<file path="src/rtl/fixed_accumulator.sv">
// -----------------------------------------------------------------------------
// fixed_accumulator
//
// Sums LENGTH signed Q8.8 products from a fixed-point multiplier into a wide
// accumulator. The accumulator carries GUARD_BITS of headroom so it never
// wraps. The result is clamped once, at the end, to the signed DATA_WIDTH
// range. Multiplier overflow flags are ORed into a sticky V bit.
//
// Parameters
//   DATA_WIDTH  sample width (signed Q8.8, default 16)
//   LENGTH      products summed per result, 1..256 (default 4)
//   GUARD_BITS  extra accumulator headroom bits (default 8)
//
// Ports
//   clk        rising-edge clock
//   rst_n      asynchronous active-low reset
//   start      begin a new accumulation (honoured in IDLE only)
//   in_valid   in_data / in_v valid
//   in_ready   block accepts a product this cycle (ACCUM)
//   in_data    signed Q8.8 product
//   in_v       multiplier overflow flag for in_data
//   out_valid  result available (DONE)
//   out_ready  consumer accepts the result
//   out_data   saturated signed Q8.8 sum
//   N, Z, V    negative / zero / overflow-or-saturation flags of the result
//   C          carry, always 0
//   busy       state is not IDLE
// -----------------------------------------------------------------------------
module fixed_accumulator #(
  parameter int DATA_WIDTH = 16,
  parameter int LENGTH     = 4,
  parameter int GUARD_BITS = 8
) (
  input  logic                  clk,
  input  logic                  rst_n,
  input  logic                  start,
  input  logic                  in_valid,
  output logic                  in_ready,
  input  logic [DATA_WIDTH-1:0] in_data,
  input  logic                  in_v,
  output logic                  out_valid,
  input  logic                  out_ready,
  output logic [DATA_WIDTH-1:0] out_data,
  output logic                  N,
  output logic                  Z,
  output logic                  V,
  output logic                  C,
  output logic                  busy
);

  localparam int ACC_WIDTH = DATA_WIDTH + GUARD_BITS;
  localparam int CNT_WIDTH = $clog2(LENGTH + 1);
  // Count value held before the transfer that completes the result.
  localparam logic [CNT_WIDTH-1:0] LAST_COUNT = CNT_WIDTH'(LENGTH - 1);

  typedef enum logic [1:0] {
    IDLE  = 2'b00,
    ACCUM = 2'b01,
    DONE  = 2'b10
  } state_t;

  state_t                       state_r;
  logic signed [ACC_WIDTH-1:0]  acc_r;
  logic [CNT_WIDTH-1:0]         count_r;
  logic                         sticky_v_r;
  logic                         in_ready_r;
  logic                         out_valid_r;
  logic                         busy_r;
  logic [DATA_WIDTH-1:0]        out_data_r;
  logic                         n_r;
  logic                         z_r;
  logic                         v_r;

  logic signed [ACC_WIDTH-1:0]  ext_s;
  logic signed [ACC_WIDTH-1:0]  sum_s;
  logic signed [ACC_WIDTH-1:0]  sat_max_s;
  logic signed [ACC_WIDTH-1:0]  sat_min_s;
  logic [DATA_WIDTH-1:0]        res_s;
  logic                         clamp_s;
  logic                         xfer_s;
  logic                         last_s;

  // Sign-extend the incoming product to accumulator width.
  assign ext_s     = {{GUARD_BITS{in_data[DATA_WIDTH-1]}}, in_data};
  assign sum_s     = acc_r + ext_s;
  // Signed DATA_WIDTH limits expressed at accumulator width.
  assign sat_max_s = {{(GUARD_BITS + 1){1'b0}}, {(DATA_WIDTH - 1){1'b1}}};
  assign sat_min_s = {{(GUARD_BITS + 1){1'b1}}, {(DATA_WIDTH - 1){1'b0}}};

  assign xfer_s    = (state_r == ACCUM) && in_valid && in_ready_r;
  assign last_s    = (count_r == LAST_COUNT);

  // Clamp the post-transfer sum into the signed output range.
  always_comb begin
    res_s   = sum_s[DATA_WIDTH-1:0];
    clamp_s = 1'b0;
    if (sum_s > sat_max_s) begin
      res_s   = {1'b0, {(DATA_WIDTH - 1){1'b1}}};
      clamp_s = 1'b1;
    end else if (sum_s < sat_min_s) begin
      res_s   = {1'b1, {(DATA_WIDTH - 1){1'b0}}};
      clamp_s = 1'b1;
    end else begin
      res_s   = sum_s[DATA_WIDTH-1:0];
      clamp_s = 1'b0;
    end
  end

  // Control FSM with accumulator datapath and registered result/handshake outputs.
  always_ff @(posedge clk or negedge rst_n) begin
    if (!rst_n) begin
      state_r     <= IDLE;
      acc_r       <= {ACC_WIDTH{1'b0}};
      count_r     <= {CNT_WIDTH{1'b0}};
      sticky_v_r  <= 1'b0;
      in_ready_r  <= 1'b0;
      out_valid_r <= 1'b0;
      busy_r      <= 1'b0;
      out_data_r  <= {DATA_WIDTH{1'b0}};
      n_r         <= 1'b0;
      z_r         <= 1'b0;
      v_r         <= 1'b0;
    end else begin
      case (state_r)
        IDLE: begin
          if (start) begin
            state_r    <= ACCUM;
            acc_r      <= {ACC_WIDTH{1'b0}};
            count_r    <= {CNT_WIDTH{1'b0}};
            sticky_v_r <= 1'b0;
            in_ready_r <= 1'b1;
            busy_r     <= 1'b1;
          end else begin
            state_r    <= IDLE;
          end
        end
        ACCUM: begin
          if (xfer_s) begin
            acc_r      <= sum_s;
            count_r    <= count_r + {{(CNT_WIDTH - 1){1'b0}}, 1'b1};
            sticky_v_r <= sticky_v_r | in_v;
            if (last_s) begin
              // Result is captured on the same edge that enters DONE.
              state_r     <= DONE;
              in_ready_r  <= 1'b0;
              out_valid_r <= 1'b1;
              out_data_r  <= res_s;
              n_r         <= res_s[DATA_WIDTH-1];
              z_r         <= (res_s == {DATA_WIDTH{1'b0}});
              v_r         <= sticky_v_r | in_v | clamp_s;
            end else begin
              state_r     <= ACCUM;
            end
          end else begin
            state_r <= ACCUM;
          end
        end
        DONE: begin
          if (out_ready) begin
            state_r     <= IDLE;
            out_valid_r <= 1'b0;
            busy_r      <= 1'b0;
          end else begin
            state_r     <= DONE;
          end
        end
        default: begin
          state_r     <= IDLE;
          in_ready_r  <= 1'b0;
          out_valid_r <= 1'b0;
          busy_r      <= 1'b0;
        end
      endcase
    end
  end

  assign in_ready  = in_ready_r;
  assign out_valid = out_valid_r;
  assign busy      = busy_r;
  assign out_data  = out_data_r;
  assign N         = n_r;
  assign Z         = z_r;
  assign V         = v_r;
  assign C         = 1'b0;

endmodule

</file>
<file path="config.mk">
export PLATFORM = sky130hd
export DESIGN_NAME = fixed_accumulator
export DESIGN_NICKNAME = d
export VERILOG_FILES = /design/src/rtl/fixed_accumulator.sv
export SDC_FILE = /design/constraint.sdc
export NUM_CORES = 1
export LEC_CHECK = 0
export BUFFER_PORTS_ARGS = -buffer_cell sky130_fd_sc_hd__buf_2
export CAP_MARGIN = 20
export CORE_MARGIN = 1.5
export CORE_UTILIZATION = 30
export DETAILED_ROUTE_END_ITERATION = 10
export GPL_TIMING_DRIVEN = 0
export HOLD_SLACK_MARGIN = 0.1
export PLACE_DENSITY_LB_ADDON = 0.08
export SLEW_MARGIN = 20
export SYNTH_ARGS = -nofsm -noshare
export SYNTH_HDL_FRONTEND = slang
export SYNTH_SLANG_ARGS = --single-unit
</file>
<file path="constraint.sdc">
create_clock -name clk -period 3.1 [get_ports clk]
set_clock_uncertainty 0.05 [all_clocks]
set_input_delay 0 -clock clk [delete_from_list [all_inputs] [get_ports clk]]
set_output_delay 0 -clock clk [all_outputs]
set_load 0.005 [all_outputs]
</file>
# After elaboration in Yosys (flattened, before gate mapping)
# Cells that the tools add are included.
# totals
regBits	52
latch_bits	0
mem_bits_rw	0
mem_bits_ro	0
out_inout_bits	23
wordCells	64
memories	0
# classes
addsub	2
mul	0
div	0
magnitude_cmp	2
n_eq_ne	7
n_shift	0
mux	27
bitwise	5
reduce_logical	10
# op_table
op	n
$mux 24	2
$pmux 24 s2	1
$mux 16	2
$add 24x16->24	1
$gt 24x16->1 const B	1
$lt 24x16->1 const B	1
$logic_not 16->1	1
$mux 1	11
$pmux 1 s3	3
$reduce_and 3->1	3
$ne 2x2->1 const B	4
$reduce_and 4->1	2
$mux 2	3
$mux 3	2
$pmux 2 s3	1
$pmux 3 s2	1
$add 3x1->3 const B	1
$eq 3x2->1 const B	1
$not 1->1	3
$eq 2x1->1 const B	1
$eq 2x2->1 const B	1
$logic_and 1x1->1	2
$logic_not 2->1	1
$or 1x1->1	2
2 further kinds	2

# Depth between registers and ports, before layout
# Gate-level depths: netlist of run 1.
# logic_depth
depth_word	5
mapped_depth	11
depth_no_buf	10

# Least setup slack after synthesis of run 1
# No wires, ideal clock.
# synth_timing
kind	register to register
from	reg acc_r[0]
to	reg out_data_r[10], in the netlist out_data[10]
arrival_ns	2.998
t_required_ns	2.921
slack_ns	-0.077
stages_incl_launch_ff	12
path_buffers	1
path_cell_list	dfrtp_1 ha_1 fa_1 a211oi_2 o211ai_1 a221oi_2 a21boi_1 xor2_1 or4_4 o31ai_4 buf_6 o22ai_1
# synth_via
elab_chain_len	4
word_cells_on_any_way	5
cone_classes	add/sub: 1; order compare: 2; mux: 2
# synth_rtl
item	line_no	text
from (decl)	63	logic signed [ACC_WIDTH-1:0] acc_r;
from (signal assigned)	113	acc_r <= {ACC_WIDTH{1'b0}};
from (signal assigned)	128	acc_r <= {ACC_WIDTH{1'b0}};
from (signal assigned)	139	acc_r <= sum_s;
$add 24x16->24 (*)	85	assign sum_s = acc_r + ext_s;
$lt 24x16->1	100	end else if (sum_s < sat_min_s) begin
$mux 16	100	
$mux 16 (*)	97	if (sum_s > sat_max_s) begin
to (signal assigned)	119	out_data_r <= {DATA_WIDTH{1'b0}};
to (signal assigned)	147	out_data_r <= res_s;
to (decl)	69	logic [DATA_WIDTH-1:0] out_data_r;
# Every way passes the cells marked *; elsewhere a longest branch is shown, timed or not.
# A chain may end at the register's enable or synchronous reset.

# Worst setup path in the final report of run 1
# layout_timing
from	reg acc_r[0]
to	reg out_data_r[14], in the netlist out_data[14]
# Same word-level chain as after synthesis.

==> impl_metrics.env, run 1 <==
export IMPL_max_cap_violations=0
export IMPL_min_from="in_data[0]"
export IMPL_wl_um=10670
export IMPL_grt_pass1_wl_um=17480
export IMPL_hold_class="input pin to flip-flop"
export IMPL_drc=0
export IMPL_criticalPathCategory="flip-flop to flip-flop"
export IMPL_cts_tree="done"
export IMPL_dp_cells=582
export IMPL_vias=3282
export IMPL_postSynthAreaPerCell_um2=8.961
export IMPL_post_synth_num_cell_types=67
export IMPL_clockPowerShare=0.106
export IMPL_cp_start_kind="flip-flop"
export IMPL_fill_cells=1143
export IMPL_dp_hpwl_um=7780
export IMPL_ys_async_sr_fraction=1.000
export IMPL_p_int_mw=2.701
export IMPL_clk_latency_ns=0.29
export IMPL_finalSetupViolCount=17
export IMPL_clockRootBuffer="clkbuf_16"
export IMPL_grt_util_all_layers=0.1753
export IMPL_fp_dieH_um=111.8
export IMPL_rrSetupSlack_ns=-0.26
export IMPL_final_antenna_net_count=0
export IMPL_drt_iter0_drc=120
export IMPL_critical_path_required_ns=3.22
export IMPL_clkSinkCount=51
export IMPL_clkTransAtPathRegs_ns=0.07
export IMPL_synthesis_nets=444
export IMPL_grt_pass1_vias=3322
export IMPL_synth_enable_flop_cells=0
export IMPL_cts_made_buffers=5
export IMPL_grt_max_degree=52
export IMPL_stdcell_area_mm2=0.004446
export IMPL_ios=45
export IMPL_power_density_mw_per_mm2=1161
export IMPL_core_area_mm2=0.01147
export IMPL_drive_above_1_share=0.2435
export IMPL_total_power_mw=5.162
export IMPL_htreeDepth=2
export IMPL_ys_seq_area_frac=0.3597
export IMPL_max_slew_margin=0.5139
export IMPL_area_delta_synth_final_pct=25.28
export IMPL_dieWidth_um=111.8
export IMPL_min_period_ns=3.357
export IMPL_rr_endpoint="out_data[14]$_DFFE_PN0P_"
export IMPL_rows=39
export IMPL_worstPathMaxFanout=10
export IMPL_finalHoldViolations=0
export IMPL_leakage_nw=1.874
export IMPL_violations="setup timing"
export IMPL_outcome="finished, violations left"
export IMPL_max_freq_mhz=297.9
export IMPL_finalMaxSlewViolations=0
export IMPL_cp_end_kind="flip-flop"
export IMPL_start_util=0.3094
export IMPL_fin_nets=513
export IMPL_reg2reg_from="acc_r[0]$_DFFE_PN0P_"
export IMPL_ir_drop_mv=0.4277
export IMPL_routed_via_density=5.407
export IMPL_clockBufferDepth=2
export IMPL_syn_area_mm2=0.003548
export IMPL_hold_depth=4
export IMPL_yosysWarnings=0
export IMPL_switching_power_mw=2.461
export IMPL_fin_cells=607
export IMPL_period_share=1.083
export IMPL_drt_pass1_iter_count=4
export IMPL_portBuffers=43
export IMPL_gp_congestion=0.8095
export IMPL_dpl_cell_area_mm2=0.003960
export IMPL_syn_inst=396
export IMPL_seqPwrFrac=0.217
export IMPL_setup_ws_ns=-0.2573
export IMPL_worst_pin_slew_ns=0.7216
export IMPL_die_area_mm2=0.01249
export IMPL_grt_overflow=0
export IMPL_antenna_found_initial=0
export IMPL_holdPathEnd="out_data[0]$_DFFE_PN0P_"
export IMPL_insertedDiodeCount=0
export IMPL_p_sw_frac=0.4767
export IMPL_worstRegToRegCells=13
export IMPL_synth_flop_cell="dfrtp_1"
export IMPL_synth_seq_cells=51
export IMPL_rsz0062_at_grt="yes"
export IMPL_avgRoutedWirePerCell_um=17.58
export IMPL_arrival_ns=3.47
export IMPL_share_comb_of_total_power=0.677
## power groups by stage
stage	Combinational [mW]	Clock, mW	Sequential (mW)
2_1_floorplan	2.19	0	1.11
3_3_place_gp	3.01	0	1.13
3_5_place_dp	3.01	0	1.13
4_1_cts	3.32	0.571	1.12
5_1_grt	3.87	0.599	1.15
6_report	3.49	0.546	1.12
## worst max-delay path, stage by stage, from the launching register on
cell and delay, ns:
dfrtp_1 0.42, ha_4 0.18, fa_2 0.36, a211oi_4 0.23, o211ai_1 0.22, a221oi_2 0.29
buf_4 0.19, a21boi_4 0.08, xor2_4 0.17, or4_4 0.44, o31ai_4 0.22, buf_12 0.16
buf_8 0.13, o22ai_1 0.08
## flip-flops by register name, summed over array words and instances, names as in the netlist
name,flops
V,1
Z,1
acc_r,24
busy,1
count_r,3
in_ready,1
out_data,16
out_valid,1
state_r,2
sticky_v_r,1
## placed cells by master (no fill, tap or decap), types with 3 or more instances in the layout
cell type / Yosys / routed
nor3_1: 6 / 6
ha_1: 25 / 24
buf_2: 4 / 45
o21ai_0: 32 / 32
or4_1: 4 / 3
dfrtp_1: 51 / 51
xor2_1: 9 / 8
o211ai_1: 7 / 7
a21o_1: 5 / 5
buf_6: 2 / 6
nor2_1: 36 / 36
a21oi_1: 29 / 25
a211oi_1: 5 / 5
dlygate4sd3_1: 0 / 5
nand3_1: 8 / 7
a22o_1: 20 / 20
clkbuf_1: 9 / 9
clkbuf_16: 0 / 5
nor3b_1: 3 / 3
nand2_1: 37 / 36
inv_1: 9 / 9
o22ai_1: 16 / 11
a21boi_0: 3 / 3
a21oi_2: 1 / 5
o22ai_2: 0 / 5
buf_4: 2 / 12
xnor2_1: 9 / 8
## cells in the mapped netlist (3+ instances only)
library cell | n | area [um^2]
or4_1 | 4 | 30.03
buf_2 | 4 | 20.02
o21ai_0 | 32 | 160.2
xnor2_1 | 9 | 78.83
o21ai_1 | 4 | 20.02
xor2_1 | 9 | 78.83
nor3_1 | 6 | 30.03
clkbuf_1 | 9 | 33.78
nor4_1 | 3 | 18.77
a21boi_0 | 3 | 22.52
a22o_1 | 20 | 175.2
nor3b_1 | 3 | 22.52
a211oi_1 | 5 | 37.54
nand2_1 | 37 | 138.9
inv_1 | 9 | 33.78
nor2_1 | 36 | 135.1
nand3_1 | 8 | 40.04
a21boi_1 | 3 | 22.52
ha_1 | 25 | 312.8
a21o_1 | 5 | 37.54
a21oi_1 | 29 | 145.1
o211ai_1 | 7 | 52.55
o22ai_1 | 16 | 100.1
dfrtp_1 | 51 | 1276
## worst max path at each step
stage,cells after the start,start,end
3_3_place_gp,11,acc_r[0]$_DFFE_PN0P_,out_data[5]$_DFFE_PN0P_
6_report,13,acc_r[0]$_DFFE_PN0P_,out_data[14]$_DFFE_PN0P_
4_1_cts,12,acc_r[0]$_DFFE_PN0P_,out_data[14]$_DFFE_PN0P_
2_1_floorplan,11,acc_r[0]$_DFFE_PN0P_,out_data[10]$_DFFE_PN0P_
5_1_grt,13,acc_r[0]$_DFFE_PN0P_,out_data[8]$_DFFE_PN0P_
3_5_place_dp,11,acc_r[0]$_DFFE_PN0P_,out_data[10]$_DFFE_PN0P_
## timing repair
item | 4_1_cts | 5_1_grt
setup endpoints to repair | 17 | 17
setup buffers | 11 | 3
endpoints found under the hold margin | 58 | 0
gates resized for setup | 21 | 14
hold buffers | 5 | 0
pin swaps | 19 | 4
## metal layers
metal	track usage	up-vias	share of wire
li1	-	1618	-
met1	0.2497	1620	0.50
met2	0.2841	38	0.47
met3	0.02123	6	0.024
met4	0.04051	0	0.0094
met5	0	-	0
## cell families (layout without fill, tap and decap cells)
group                      Yosys count  count (layout)  share of synthesized area
adders and majority gates           26              26                    0.09379
muxes                                4               4                    0.01305
buffers and inverters               27              95                    0.03667
AOI/OAI and AO/OA                  150             150                     0.2881
other                                1               1                   0.001057
DFF                                 51              51                     0.3597
and+or+nand+nor                    119             119                     0.1633
xor gates and xnor gates            18              18                    0.04443
## per-stage QoR
step / utilization / hold slack [ns] / worst slack (ns) / TNS (ns)
final: 0.3877 / 0.1583 / -0.2573 / -3.808
after floorplan: - / -0.3456 / -0.04054 / -0.4147
after global placement: 0.3451 / 0.2087 / -0.6056 / -9.214
after global routing: 0.3877 / 0.1754 / -0.3600 / -5.501
after CTS: 0.3784 / 0.1343 / -0.2216 / -3.180
after detailed placement: 0.3453 / 0.06410 / -0.6057 / -9.055
## area by class of cell
| class | count | area, um^2 | area share |
|---|---|---|---|
| tap | 143 | 178.9 | 0.04025 |
| multi-input combinational | 318 | 2317 | 0.5212 |
| inverter | 9 | 33.78 | 0.007599 |
| timing repair buffer | 62 | 400.4 | 0.09006 |
| clock inverter | 1 | 7.507 | 0.001689 |
| buffer | 18 | 106.4 | 0.02392 |
| clock buffer | 5 | 125.1 | 0.02815 |
| sequential | 51 | 1276 | 0.2871 |
Power figures use the tool's default switching activity.
==> inputs of run 2 (changes only) <==
--- a/config.mk
+++ b/config.mk
@@ -13,7 +13,9 @@
 export GPL_TIMING_DRIVEN = 0
 export HOLD_SLACK_MARGIN = 0.1
 export PLACE_DENSITY_LB_ADDON = 0.08
+export RECOVER_POWER = 100
 export SLEW_MARGIN = 20
 export SYNTH_ARGS = -nofsm -noshare
 export SYNTH_HDL_FRONTEND = slang
 export SYNTH_SLANG_ARGS = --single-unit
+export TNS_END_PERCENT = 30
==> impl_metrics.env, run 2 (synthesis results as in run 1) <==
export IMPL_outcome="finished, violations left"
export IMPL_violations="setup timing"
export IMPL_finalMaxSlewViolations=0
export IMPL_hold_class="input pin to flip-flop"
export IMPL_arrival_ns=3.48
export IMPL_max_cap_violations=0
export IMPL_final_antenna_net_count=0
export IMPL_seqCellArea_mm2=0.001276
export IMPL_crit_slowest_cell="or4_4"
export IMPL_grt_pass1_vias=3334
export IMPL_worstPathMaxFanout=7
export IMPL_wl_um=10620
export IMPL_max_freq_mhz=299.0
export IMPL_grt_max_degree=52
export IMPL_grt_util_all_layers=0.1802
export IMPL_cpPeakStageDelay_ns=0.51
export IMPL_finalSetupTns_ns=-3.415
export IMPL_insertedDiodeCount=0
export IMPL_drt_iter0_drc=105
export IMPL_regMostFlops="acc_r"
export IMPL_clk_latency_ns=0.31
export IMPL_layout_commonest_cell="dfrtp_1"
export IMPL_drc=0
export IMPL_critical_path_required_ns=3.24
export IMPL_portBuffers=43
export IMPL_clkTransAtPathRegs_ns=0.07
export IMPL_core_area_mm2=0.01147
export IMPL_fill_cells=1195
export IMPL_min_period_ns=3.344
export IMPL_routed_via_density=5.414
export IMPL_place_ws_ns=-0.6155
export IMPL_path_cells="ha_4 -> fa_2 -> a211oi_4 -> o211ai_1 -> a221oi_2 -> buf_4 -> a21boi_2 -> xor2_2 -> or4_4 -> o31ai_4 -> buf_12 -> buf_8 -> o22ai_1"
export IMPL_antenna_found_initial=0
export IMPL_finalHoldViolations=0
export IMPL_largest_register_ffs=24
export IMPL_grt_overflow=0
export IMPL_setup_ws_ns=-0.2440
export IMPL_criticalPathCategory="flip-flop to flip-flop"
export IMPL_cts_made_buffers=5
export IMPL_rsz0062_at_grt="yes"
export IMPL_vias=3270
export IMPL_clkSinkCount=51
export IMPL_fin_nets=508
export IMPL_fp_dieH_um=111.8
export IMPL_dp_hpwl_um=7856
export IMPL_cp_start_kind="flip-flop"
export IMPL_htreeDepth=2
export IMPL_leakage_nw=1.838
export IMPL_most_common_layout_cells="51 x dfrtp_1, 37 x nand2_1, 36 x nor2_1, 36 x buf_2, 32 x o21ai_0"
export IMPL_area_delta_synth_final_pct=22.36
export IMPL_worst_pin_slew_ns=1.411
export IMPL_avgRoutedWirePerCell_um=17.58
export IMPL_gp_congestion=0.8046
export IMPL_clockRootBuffer="clkbuf_16"
export IMPL_cp_end_kind="flip-flop"
export IMPL_ios=45
export IMPL_cts_tree="done"
export IMPL_grt_pass1_wl_um=17660
export IMPL_ir_drop_mv=0.3518
export IMPL_clockBufferDepth=2
export IMPL_drt_pass1_iter_count=4
export IMPL_power_density_mw_per_mm2=1151
export IMPL_multiInputGateArea_mm2=0.002241
export IMPL_rows=39
export IMPL_period_share=1.079
export IMPL_start_util=0.3094
export IMPL_finalSetupViolCount=17
export IMPL_max_slew_margin=0.05910
export IMPL_die_area_mm2=0.01249
export IMPL_drive_above_1_share=0.1909
export IMPL_dieWidth_um=111.8
run 2: layout make-up:
type,count,share of cell area
buffer,18,0.02450
clock buffer,7,0.03285
sequential,51,0.2939
timing repair buffer,57,0.08156
multi-input combinational,318,0.5161
clock inverter,1,0.002017
tap,143,0.04121
inverter,9,0.007781
run 2: layer usage:
metal | GRT usage | vias up | wire (um) | part of all wire
met2 | 0.2866 | 51 | 4989 | 0.47
met1 | 0.2508 | 1590 | 5238 | 0.49
met3 | 0.03321 | 10 | 254 | 0.024
li1 | - | 1619 | - | -
met4 | 0.05063 | 0 | 135 | 0.013
met5 | 0 | - | 0 | 0
run 2: what timing repair did:
item	CTS	global route
gates resized for setup	11	8
cloned	1	0
pin swaps	12	3
setup endpoints to repair	17	17
setup buffers	7	1
hold endpoints to repair	58	0
hold buffers	5	0
run 2: where the power goes:
group	switching [mW]	leakage, nW	internal (mW)
clock	0.281	0.0741	0.325
sequential	0.176	0.577	0.945
combinational	1.93	1.19	1.34
total	2.39	1.84	2.61
run 2: path summary, 6_finish.rpt:
check	from	endpoint	slack (ns)	cells after the start
worst max-delay path	acc_r[0]$_DFFE_PN0P_	out_data[7]$_DFFE_PN0P_	-0.24	13
min in group asynchronous	rst_n	acc_r[12]$_DFFE_PN0P_	0.51	2
worst max register to register	acc_r[0]$_DFFE_PN0P_	out_data[7]$_DFFE_PN0P_	-0.24	13
max in group asynchronous	rst_n	acc_r[0]$_DFFE_PN0P_	1.64	2
worst min register to register	count_r[2]$_DFFE_PN0P_	count_r[2]$_DFFE_PN0P_	0.43	2
worst min-delay path	in_data[0]	out_data[0]$_DFFE_PN0P_	0.16	4
run 2: stage by stage:
step | total power, mW | hold slack [ns] | util | instance area, um^2 | cells
6_report | 4.997 | 0.1622 | 0.3786 | 4342 | 604
5_1_grt | 5.467 | 0.1937 | 0.3786 | 4342 | 604
4_1_cts | 4.966 | 0.1552 | 0.3752 | 4303 | 603
3_5_place_dp | 4.158 | 0.07034 | 0.3453 | 3960 | 582
3_3_place_gp | 4.132 | 0.2082 | 0.3451 | 3958 | 582
2_1_floorplan | 3.295 | -0.3456 | - | 3563 | 396
run 2: worst max-delay path: cells and delay by family (launching register included):
family,cells,cell delay (ns)
compound gates,6,1.06
fa+ha+maj,2,0.54
simple gates,1,0.51
buf+inv,3,0.46
flops,1,0.41
xor+xnor,1,0.18
==> inputs of run 3 (changes only) <==
--- a/config.mk
+++ b/config.mk
@@ -8,11 +8,11 @@
 export BUFFER_PORTS_ARGS = -buffer_cell sky130_fd_sc_hd__buf_2
 export CAP_MARGIN = 20
 export CORE_MARGIN = 1.5
-export CORE_UTILIZATION = 30
+export CORE_UTILIZATION = 53
 export DETAILED_ROUTE_END_ITERATION = 10
 export GPL_TIMING_DRIVEN = 0
 export HOLD_SLACK_MARGIN = 0.1
-export PLACE_DENSITY_LB_ADDON = 0.08
+export PLACE_DENSITY_LB_ADDON = 0.05
 export RECOVER_POWER = 100
 export SLEW_MARGIN = 20
 export SYNTH_ARGS = -nofsm -noshare
==> impl_metrics.env, run 3 (synthesis results as in run 1) <==
export IMPL_outcome="finished, violations left"
export IMPL_violations="DRC, setup timing"
export IMPL_period_share=1.072
export IMPL_dp_hpwl_um=6692
export IMPL_cp_start_kind="flip-flop"
export IMPL_worstRegToRegCells=13
export IMPL_multiInputGateArea_mm2=0.002228
export IMPL_ir_drop_mv=0.6885
export IMPL_drt_pass1_iter_count=7
export IMPL_regMostFlops="acc_r"
export IMPL_hold_class="input pin to flip-flop"
export IMPL_grt_pass1_wl_um=15440
export IMPL_insertedDiodeCount=0
export IMPL_start_util=0.5525
export IMPL_largest_register_ffs=24
export IMPL_most_common_layout_cells="51 x dfrtp_1, 39 x buf_2, 36 x nand2_1, 36 x nor2_1, 32 x o21ai_0"
export IMPL_share_comb_of_total_power=0.680
export IMPL_clockBufferDepth=2
export IMPL_post_route_util=0.6526
export IMPL_htreeDepth=2
export IMPL_clk_latency_ns=0.31
export IMPL_setup_ws_ns=-0.2243
export IMPL_cts_made_buffers=5
export IMPL_reg2reg_from="acc_r[0]$_DFFE_PN0P_"
export IMPL_avgRoutedWirePerCell_um=17.05
export IMPL_antenna_found_initial=0
export IMPL_rows=29
export IMPL_seqCellArea_mm2=0.001276
export IMPL_cp_end_kind="flip-flop"
export IMPL_clockPowerShare=0.086
export IMPL_leakage_nw=1.815
export IMPL_switching_power_mw=2.306
export IMPL_finalMaxSlewViolations=0
export IMPL_finalSetupViolCount=17
export IMPL_gp_congestion=0.8368
export IMPL_max_freq_mhz=300.8
export IMPL_min_period_ns=3.324
export IMPL_wl_um=9225
export IMPL_clockRootBuffer="clkbuf_8"
export IMPL_portBuffers=43
export IMPL_holdPathEnd="acc_r[22]$_DFFE_PN0P_"
export IMPL_max_slew_margin=0.1300
export IMPL_dpl_cell_area_mm2=0.003877
export IMPL_rrSetupSlack_ns=-0.22
export IMPL_final_antenna_net_count=0
export IMPL_worst_pin_slew_ns=1.305
export IMPL_fin_nets=511
export IMPL_core_area_mm2=0.006422
export IMPL_drc=2
export IMPL_vias=3307
export IMPL_drive_above_1_share=0.2026
export IMPL_ios=45
export IMPL_cts_tree="done"
export IMPL_arrival_ns=3.45
export IMPL_criticalPathCategory="flip-flop to flip-flop"
export IMPL_fp_dieH_um=84.83
export IMPL_grt_overflow=0
export IMPL_grt_util_all_layers=0.2675
export IMPL_holdWs_ns=0.1349
export IMPL_seqPwrFrac=0.234
export IMPL_max_cap_violations=0
export IMPL_routed_via_density=6.113
export IMPL_clkSinkCount=51
export IMPL_grt_pass1_vias=3270
export IMPL_critical_path_required_ns=3.23
export IMPL_stdcell_area_mm2=0.004192
export IMPL_fill_cells=566
export IMPL_rsz0062_at_grt="yes"
export IMPL_min_from="in_valid"
export IMPL_rr_endpoint="out_data[10]$_DFFE_PN0P_"
export IMPL_area_delta_synth_final_pct=18.12
export IMPL_die_area_mm2=0.007195
export IMPL_p_int_mw=2.501
export IMPL_layout_commonest_cell="dfrtp_1"
export IMPL_dieWidth_um=84.83
export IMPL_drt_iter0_drc=163
export IMPL_p_sw_frac=0.4797
export IMPL_finalHoldViolations=0
export IMPL_clkTransAtPathRegs_ns=0.10
export IMPL_worstPathMaxFanout=5
export IMPL_grt_max_degree=52
export IMPL_power_density_mw_per_mm2=1147
export IMPL_hold_depth=4
==> run 3: cell types whose count changed in the layout (fill, tap and decap cells not counted), sizes merged <==
cell,before,now
clkbuf,27,25
buf,50,55
==> run 3: final cells by class <==
cell class | instances | area share
Tap cell | 77 | 0.02299
Buffer | 18 | 0.02448
Multi-Input combinational cell | 318 | 0.5316
Sequential cell | 51 | 0.3045
Inverter | 9 | 0.008060
Timing Repair Buffer | 60 | 0.08567
Clock buffer | 7 | 0.02060
Clock inverter | 1 | 0.002090
==> run 3: timing repair <==
| item | 4_1_cts | 5_1_grt |
|---|---|---|
| setup endpoints to repair | 17 | 17 |
| pin swaps | 13 | 1 |
| hold buffers | 5 | 0 |
| gates resized for setup | 17 | 3 |
| hold endpoints to repair | 58 | 0 |
| cloned | 1 | 0 |
| setup buffers | 6 | 5 |
==> run 3: worst max-delay path by stage <==
stage | start | to
3_5_place_dp | acc_r[0]$_DFFE_PN0P_ | out_data[12]$_DFFE_PN0P_
3_3_place_gp | acc_r[0]$_DFFE_PN0P_ | out_data[14]$_DFFE_PN0P_
2_1_floorplan | acc_r[0]$_DFFE_PN0P_ | out_data[10]$_DFFE_PN0P_
5_1_grt | acc_r[0]$_DFFE_PN0P_ | out_data[14]$_DFFE_PN0P_
6_report | acc_r[0]$_DFFE_PN0P_ | out_data[10]$_DFFE_PN0P_
4_1_cts | acc_r[0]$_DFFE_PN0P_ | out_data[10]$_DFFE_PN0P_
==> run 3: power by group through the flow <==
stage	clock, mW	combinational, mW	sequential (mW)
2_1_floorplan	0	2.19	1.11
3_3_place_gp	0	2.86	1.12
3_5_place_dp	0	2.90	1.14
4_1_cts	0.428	3.13	1.12
5_1_grt	0.454	3.61	1.16
6_report	0.416	3.27	1.12
==> run 3: worst max-delay path, stage by stage (launching register included) <==
cell,delay [ns]
dfrtp_1,0.42
ha_4,0.17
fa_2,0.36
a211oi_2,0.23
o211ai_1,0.23
a221oi_2,0.28
buf_4,0.16
a21boi_2,0.06
xor2_2,0.18
or4_4,0.51
o31ai_4,0.18
buf_6,0.16
buf_6,0.13
o22ai_2,0.07
==> run 3: layer usage <==
| metal | global-route usage | part of all wire | wire (um) |
|---|---|---|---|
| met1 | 0.3761 | 0.47 | 4303 |
| met2 | 0.4240 | 0.46 | 4220 |
| met3 | 0.04572 | 0.050 | 460 |
| met4 | 0.08644 | 0.026 | 241 |
| met5 | 0 | 0 | 0 |
==> run 3: through the flow <==
| stage | instances | worst slack (ns) | setup TNS (ns) | total power, mW |
|---|---|---|---|---|
| global route | 541 | -0.3361 | -5.277 | 5.228 |
| detailed placement | 516 | -0.4679 | -6.840 | 4.039 |
| floorplan | 396 | -0.04054 | -0.4147 | 3.295 |
| finish | 541 | -0.2243 | -3.405 | 4.807 |
| global placement | 516 | -0.4719 | -7.036 | 3.982 |
| CTS | 536 | -0.1830 | -2.292 | 4.677 |
